### src/rtl/dmem_arb_pkg.sv
// Shared definitions for the data-memory arbiter.
//   - Default address and data widths of the dmem port.
//   - Owner encoding that tags every issued read (processor or loader).
//   - Lock-state enum for the loader burst lock.
//   - Read tag carried through the read-latency pipeline.
package dmem_arb_pkg;

    localparam int ADDR_W_DEF = 12;
    localparam int DATA_W_DEF = 32;

    // Owner encoding. It is also used for the last_win register.
    localparam logic OWN_PROC = 1'b0;
    localparam logic OWN_LOAD = 1'b1;

    typedef enum logic {
        LOCK_UNLOCKED = 1'b0,
        LOCK_LOCKED   = 1'b1
    } lock_state_t;

    typedef struct packed {
        logic valid;
        logic owner;
    } read_tag_t;

endpackage

### src/rtl/dmem_arb_tagpipe.sv
// Read-tag delay line for the data-memory arbiter.
// A {valid, owner} tag enters on every issue cycle. It leaves DEPTH cycles
// later, aligned with the dmem read data for that issue.
//   clk     : clock
//   srst    : synchronous active-high clear; drops every in-flight tag
//   tag_in  : tag of the request issued this cycle (valid=0 for writes/idle)
//   tag_out : tag whose read data is on q_dmem this cycle
module dmem_arb_tagpipe
    import dmem_arb_pkg::*;
#(
    parameter int DEPTH = 1
) (
    input  logic      clk,
    input  logic      srst,
    input  read_tag_t tag_in,
    output read_tag_t tag_out
);

    generate
        for (genvar gi = 0; gi < DEPTH; gi++) begin : g_stage
            read_tag_t stage_reg;
            read_tag_t stage_next;

            if (gi == 0) begin : g_head
                assign stage_next = tag_in;
            end else begin : g_body
                assign stage_next = g_stage[gi-1].stage_reg;
            end

            always_ff @(posedge clk) begin
                if (srst) begin
                    stage_reg <= '0;
                end else begin
                    stage_reg <= stage_next;
                end
            end
        end
    endgenerate

    assign tag_out = g_stage[DEPTH-1].stage_reg;

endmodule

### src/rtl/dmem_arbiter.sv
// Data-memory arbiter between the processor load/store path and a
// secondary requester (the loader or debug port).
// At most one request is issued per cycle. Arbitration is round-robin on a
// tie. The loader can hold the memory for a bounded burst with l_lock, up
// to MAX_BURST grants while the processor waits. Read data returns to the
// issuing side READ_LATENCY cycles after the grant.
//   clock, reset                       : clock, synchronous active-high reset
//   p_req/p_wren/p_addr/p_wdata        : processor request (held until p_gnt)
//   p_gnt/p_rvalid/p_rdata             : processor grant and read return
//   l_req/l_wren/l_addr/l_wdata/l_lock : loader request plus burst lock
//   l_gnt/l_rvalid/l_rdata             : loader grant and read return
//   address_dmem/data/wren/q_dmem      : single-port dmem interface
module dmem_arbiter
    import dmem_arb_pkg::*;
#(
    parameter int ADDR_W       = ADDR_W_DEF,
    parameter int DATA_W       = DATA_W_DEF,
    parameter int READ_LATENCY = 1,
    parameter int MAX_BURST    = 8
) (
    input  logic              clock,
    input  logic              reset,

    input  logic              p_req,
    input  logic              p_wren,
    input  logic [ADDR_W-1:0] p_addr,
    input  logic [DATA_W-1:0] p_wdata,
    output logic              p_gnt,
    output logic              p_rvalid,
    output logic [DATA_W-1:0] p_rdata,

    input  logic              l_req,
    input  logic              l_wren,
    input  logic [ADDR_W-1:0] l_addr,
    input  logic [DATA_W-1:0] l_wdata,
    input  logic              l_lock,
    output logic              l_gnt,
    output logic              l_rvalid,
    output logic [DATA_W-1:0] l_rdata,

    output logic [ADDR_W-1:0] address_dmem,
    output logic [DATA_W-1:0] data,
    output logic              wren,
    input  logic [DATA_W-1:0] q_dmem
);

    localparam int CNT_W = $clog2(MAX_BURST + 1);

    lock_state_t      lock_state_reg, lock_state_next;
    logic             last_win_reg, last_win_next;
    logic [CNT_W-1:0] burst_cnt_reg, burst_cnt_next;
    logic [DATA_W-1:0] p_rdata_reg, l_rdata_reg;

    logic      lock_active;
    logic      burst_full;
    logic      contend;
    logic      forced_release;
    logic      p_win, l_win;
    read_tag_t tag_in, tag_out;
    logic      p_ret, l_ret;

    assign lock_active    = (lock_state_reg == LOCK_LOCKED);
    assign burst_full     = (burst_cnt_reg == CNT_W'(MAX_BURST));
    assign contend        = p_req & l_req;
    // The waiting processor takes the slot once the loader's burst budget
    // is used up, and the lock is dropped.
    assign forced_release = contend & lock_active & burst_full;

    // ------------------------------------------------------------------
    // State register
    // ------------------------------------------------------------------
    always_ff @(posedge clock) begin
        if (reset) begin
            lock_state_reg <= LOCK_UNLOCKED;
            last_win_reg   <= OWN_LOAD;   // the processor wins the first tie
            burst_cnt_reg  <= '0;
            p_rdata_reg    <= '0;
            l_rdata_reg    <= '0;
        end else begin
            lock_state_reg <= lock_state_next;
            last_win_reg   <= last_win_next;
            burst_cnt_reg  <= burst_cnt_next;
            if (p_ret) begin
                p_rdata_reg <= q_dmem;
            end
            if (l_ret) begin
                l_rdata_reg <= q_dmem;
            end
        end
    end

    // ------------------------------------------------------------------
    // Next-state logic: lock FSM, round-robin pointer, burst counter
    // ------------------------------------------------------------------
    always_comb begin
        lock_state_next = lock_state_reg;
        case (lock_state_reg)
            LOCK_UNLOCKED: begin
                if (l_win && l_lock) begin
                    lock_state_next = LOCK_LOCKED;
                end
            end
            LOCK_LOCKED: begin
                if (forced_release || !l_req || (l_win && !l_lock)) begin
                    lock_state_next = LOCK_UNLOCKED;
                end
            end
            default: lock_state_next = LOCK_UNLOCKED;
        endcase
    end

    always_comb begin
        last_win_next = last_win_reg;
        if (p_win) begin
            last_win_next = OWN_PROC;
        end else if (l_win) begin
            last_win_next = OWN_LOAD;
        end
    end

    // The grant that takes the lock counts toward the burst. So MAX_BURST
    // is the total number of locked loader grants the processor sits through.
    always_comb begin
        burst_cnt_next = burst_cnt_reg;
        if (lock_state_next == LOCK_UNLOCKED || !p_req) begin
            burst_cnt_next = '0;
        end else if (l_win && !burst_full) begin
            burst_cnt_next = burst_cnt_reg + CNT_W'(1);
        end
    end

    // ------------------------------------------------------------------
    // Output logic: grant, dmem mux, read return
    // ------------------------------------------------------------------
    always_comb begin
        p_win = 1'b0;
        l_win = 1'b0;
        if (!reset) begin
            if (contend) begin
                if (lock_active) begin
                    l_win = !burst_full;
                end else begin
                    l_win = (last_win_reg == OWN_PROC);
                end
                p_win = !l_win;
            end else begin
                p_win = p_req;
                l_win = l_req;
            end
        end
    end

    assign p_gnt = p_win;
    assign l_gnt = l_win;

    always_comb begin
        wren         = 1'b0;
        address_dmem = '0;
        data         = '0;
        if (p_win) begin
            wren         = p_wren;
            address_dmem = p_addr;
            data         = p_wdata;
        end else if (l_win) begin
            wren         = l_wren;
            address_dmem = l_addr;
            data         = l_wdata;
        end
    end

    always_comb begin
        tag_in       = '0;
        tag_in.valid = (p_win & ~p_wren) | (l_win & ~l_wren);
        tag_in.owner = l_win ? OWN_LOAD : OWN_PROC;
    end

    dmem_arb_tagpipe #(
        .DEPTH (READ_LATENCY)
    ) u_tagpipe (
        .clk     (clock),
        .srst    (reset),
        .tag_in  (tag_in),
        .tag_out (tag_out)
    );

    // Reset is gated in here as well. A read whose data lands in the reset
    // cycle itself then never shows as valid.
    assign p_ret = !reset && tag_out.valid && (tag_out.owner == OWN_PROC);
    assign l_ret = !reset && tag_out.valid && (tag_out.owner == OWN_LOAD);

    assign p_rvalid = p_ret;
    assign l_rvalid = l_ret;
    assign p_rdata  = reset ? '0 : (p_ret ? q_dmem : p_rdata_reg);
    assign l_rdata  = reset ? '0 : (l_ret ? q_dmem : l_rdata_reg);

endmodule

### config.mk
export PLATFORM = sky130hd
export DESIGN_NAME = dmem_arbiter
export DESIGN_NICKNAME = d
export VERILOG_FILES = /design/src/rtl/dmem_arb_pkg.sv /design/src/rtl/dmem_arb_tagpipe.sv /design/src/rtl/dmem_arbiter.sv
export SDC_FILE = /design/constraint.sdc
export NUM_CORES = 1
export LEC_CHECK = 0
export BUFFER_PORTS_ARGS = -buffer_cell sky130_fd_sc_hd__buf_2
export CORE_MARGIN = 8
export CORE_UTILIZATION = 25
export DETAILED_ROUTE_END_ITERATION = 10
export PLACE_DENSITY = 0.65
export SYNTH_ARGS = -nofsm -noshare
export SYNTH_HDL_FRONTEND = slang
export SYNTH_HIERARCHICAL = 1
export SYNTH_SLANG_ARGS = --single-unit
### constraint.sdc
create_clock -name clock -period 2.49 [get_ports clock]
set_input_delay 0.498 -clock clock [delete_from_list [all_inputs] [get_ports clock]]
set_output_delay 0.498 -clock clock [all_outputs]
set_load 0.05 [all_outputs]
==> results.tsv <==
metric	value	unit
grt_pass1_vias	3885	
avgViaCountPerCell	4.66	
insertion_delay	0.33	ns
ys.flop_type	dfxtp_1	
required	1.99	ns
power_density	581	mW/mm2
rsz0062_at_grt	yes	
cts_root_buffer	clkbuf_16	
dp_hpwl	9.99	mm
synth_top_family_by_area	simple AND/OR/NAND/NOR gates	
gp_congestion	0.895	
grt_pass1_wl	21.1	mm
dp_cells	772	
instances_no_fill	812	
num-fill-cells	1169	
fp.coreArea	0.0121	mm2
cts.sinks	72	
yosys-top-cells-count	128 x nand2_1, 72 x dfxtp_1, 46 x a22o_1	
synth_most_common_cell	nand2_1	
die-height	128	um
violations	setup timing	
setup_viol	29	
cap_viol_max_count	0	
max_slew_margin	81.1	%
critPathMaxFanout	6	
yosys.cell_types.count	27	
fin_skew	0.00695	ns
synth-edff-count	0	
end_kind	primary output	
first_iter_violations	217	
h-tree-depth	3	
synthesis.area	0.00311	mm2
synth_top_area_share	46.3	%
wirelength	14.4	mm
worstSetupStartpointType	register	
p_leak	0.00283	uW
postLayoutCellArea	0.00561	mm2
avgSynthCellArea	8.08	um2
dieArea	0.0163	mm2
antenna_found_initial	1	
wl_per_cell	17.7	um
grt_max_degree	45	
clockBufferDepth	2	
grt_overflow_total	0	
grt.total_usage	16.3	%
synth_top_area_cell	dfxtp_1	
min_path_type	input port to register	
finalWorstSetupSlack	-0.0499	ns
io_buffers	239	
synth_fa_ha_area_share	0.805	%
tightestPinTransition	0.283	ns
synth_mux_area_share	0	%
yosysSeqAreaShare	46.3	%
max-vdd-ir-drop	477	uV
num_io_pins	240	
criticalPathCategory	register to primary output	
cts_tree	built	
syn_nets	514	
synth_xor_xnor_area_share	0	%
yosysWarnings	6	
yosys.area_share.simple	25.4	%
drive_gt1_share	47.7	%
finalCriticalPeriod	2.54	ns
netlist_top_cells_area	dfxtp_1 46%, nand2_1 15%, a22o_1 13%	
initial_core_util	25.8	%
hold_violations	0	
die_w	128	um
final_nets	767	
place_area	0.00459	mm2
synth_compound_area_share	21.4	%
routed-via-count	3783	
drtPass1Iterations	4	
fin_crit_sh	102	%
drcViolationCount	0	
r2r_slack	0.84	ns
status	finished, violations left	
drtAntennaViolNets	0	
async_flop_share	0	%
rows	40	
synth-seq-cells	72	
fmax	0.394	GHz
clkTransAtPathRegs	0.05	ns
drv_slew	0	
area_growth	80.3	%
cts_made_buffers	9	
synthCells	385	
utilization	46.5	%
timing.setup.tns	-0.986	ns
crit_arrival	2.04	ns
whs	0.390	ns
==> worst max-delay path: stages (launching register included) <==
cell	delay (ns)
dfxtp_2	0.34
inv_2	0.05
ha_4	0.16
and3b_2	0.22
a311oi_4	0.24
buf_6	0.16
buf_6	0.12
buf_16	0.12
a22o_1	0.15
buf_6	0.16
==> final timing paths <==
path | to | cells past startpoint | startpoint
min reg2reg | p_rdata_reg[26]$_DFF_P_ | 2 | p_rdata_reg[26]$_DFF_P_
max reg2reg | u_tagpipe/tag_out[1]$_SDFF_PP0_ | 8 | burst_cnt_reg[1]$_SDFFE_PP0P_
min | l_rdata_reg[23]$_DFF_P_ | 3 | q_dmem[23]
max | address_dmem[2] | 9 | burst_cnt_reg[1]$_SDFFE_PP0P_
==> through the flow <==
step           total power (uW)  setup slack (ns)
4_1_cts                    3250           -0.0384
3_3_place_gp               1830             0.122
2_1_floorplan              1610           0.00247
3_5_place_dp               1840            0.0376
5_1_grt                    3390            -0.151
6_report                   3260           -0.0499
==> kinds of logic after synthesis <==
logic type	Yosys count
simple gates	182
flops	72
fa+ha+maj	2
compound gates	90
buf+inv	39
==> report_power, final <==
| part | switching, uW | leakage (uW) | internal [uW] |
|---|---|---|---|
| sequential | 7.90 | 0.000583 | 1170 |
| clock | 477 | 0.000146 | 801 |
| combinational | 479 | 0.00210 | 319 |
==> repair_timing <==
item / 4_1_cts / 5_1_grt
resized for setup: 102 / 21
hold buffers: 0 / 0
setup buffers: 12 / 3
gates cloned: 4 / 5
pin swaps: 10 / 29
setup endpoints to repair: 47 / 47
==> area by class of cell <==
class	count	area, um2	share of cell area (%)
timing repair buffer	273	2030	36.2
multi-input combinational	274	1590	28.4
sequential	72	1440	25.7
clock buffer	11	243	4.33
tap	168	210	3.75
clock inverter	5	56.3	1.00
inverter	8	30.0	0.535
antenna	1	2.50	0.0446
==> layer usage <==
| layer | GRT usage, % | part of all wire, % | vias up |
|---|---|---|---|
| met4 | 4.69 | 1.4 | 0 |
| met5 | 0 | 0 | - |
| met3 | 6.66 | 9.4 | 18 |
| li1 | - | - | 1848 |
| met2 | 26.1 | 46 | 146 |
| met1 | 19.8 | 43 | 1771 |
==> placed cells by master, fill, tap and decap left out, types with 2 or more instances in the layout <==
cell and n:
o31ai_1 4, nor2b_1 3, nand4_1 4, nand2b_1 2, dfxtp_1 70, nand3b_1 3
inv_1 5, clkbuf_16 12, nand3_1 34, o21ai_1 27, buf_8 10, buf_2 192
a22o_4 9, a21oi_1 5, and3b_1 2, buf_16 3, dfxtp_2 2, inv_2 3
nand2_1 128, buf_4 14, buf_12 10, o21ai_0 5, buf_6 40, a311oi_4 2
clkinv_2 2, a22o_1 37
Note: power is estimated with default switching activity, not from simulation.
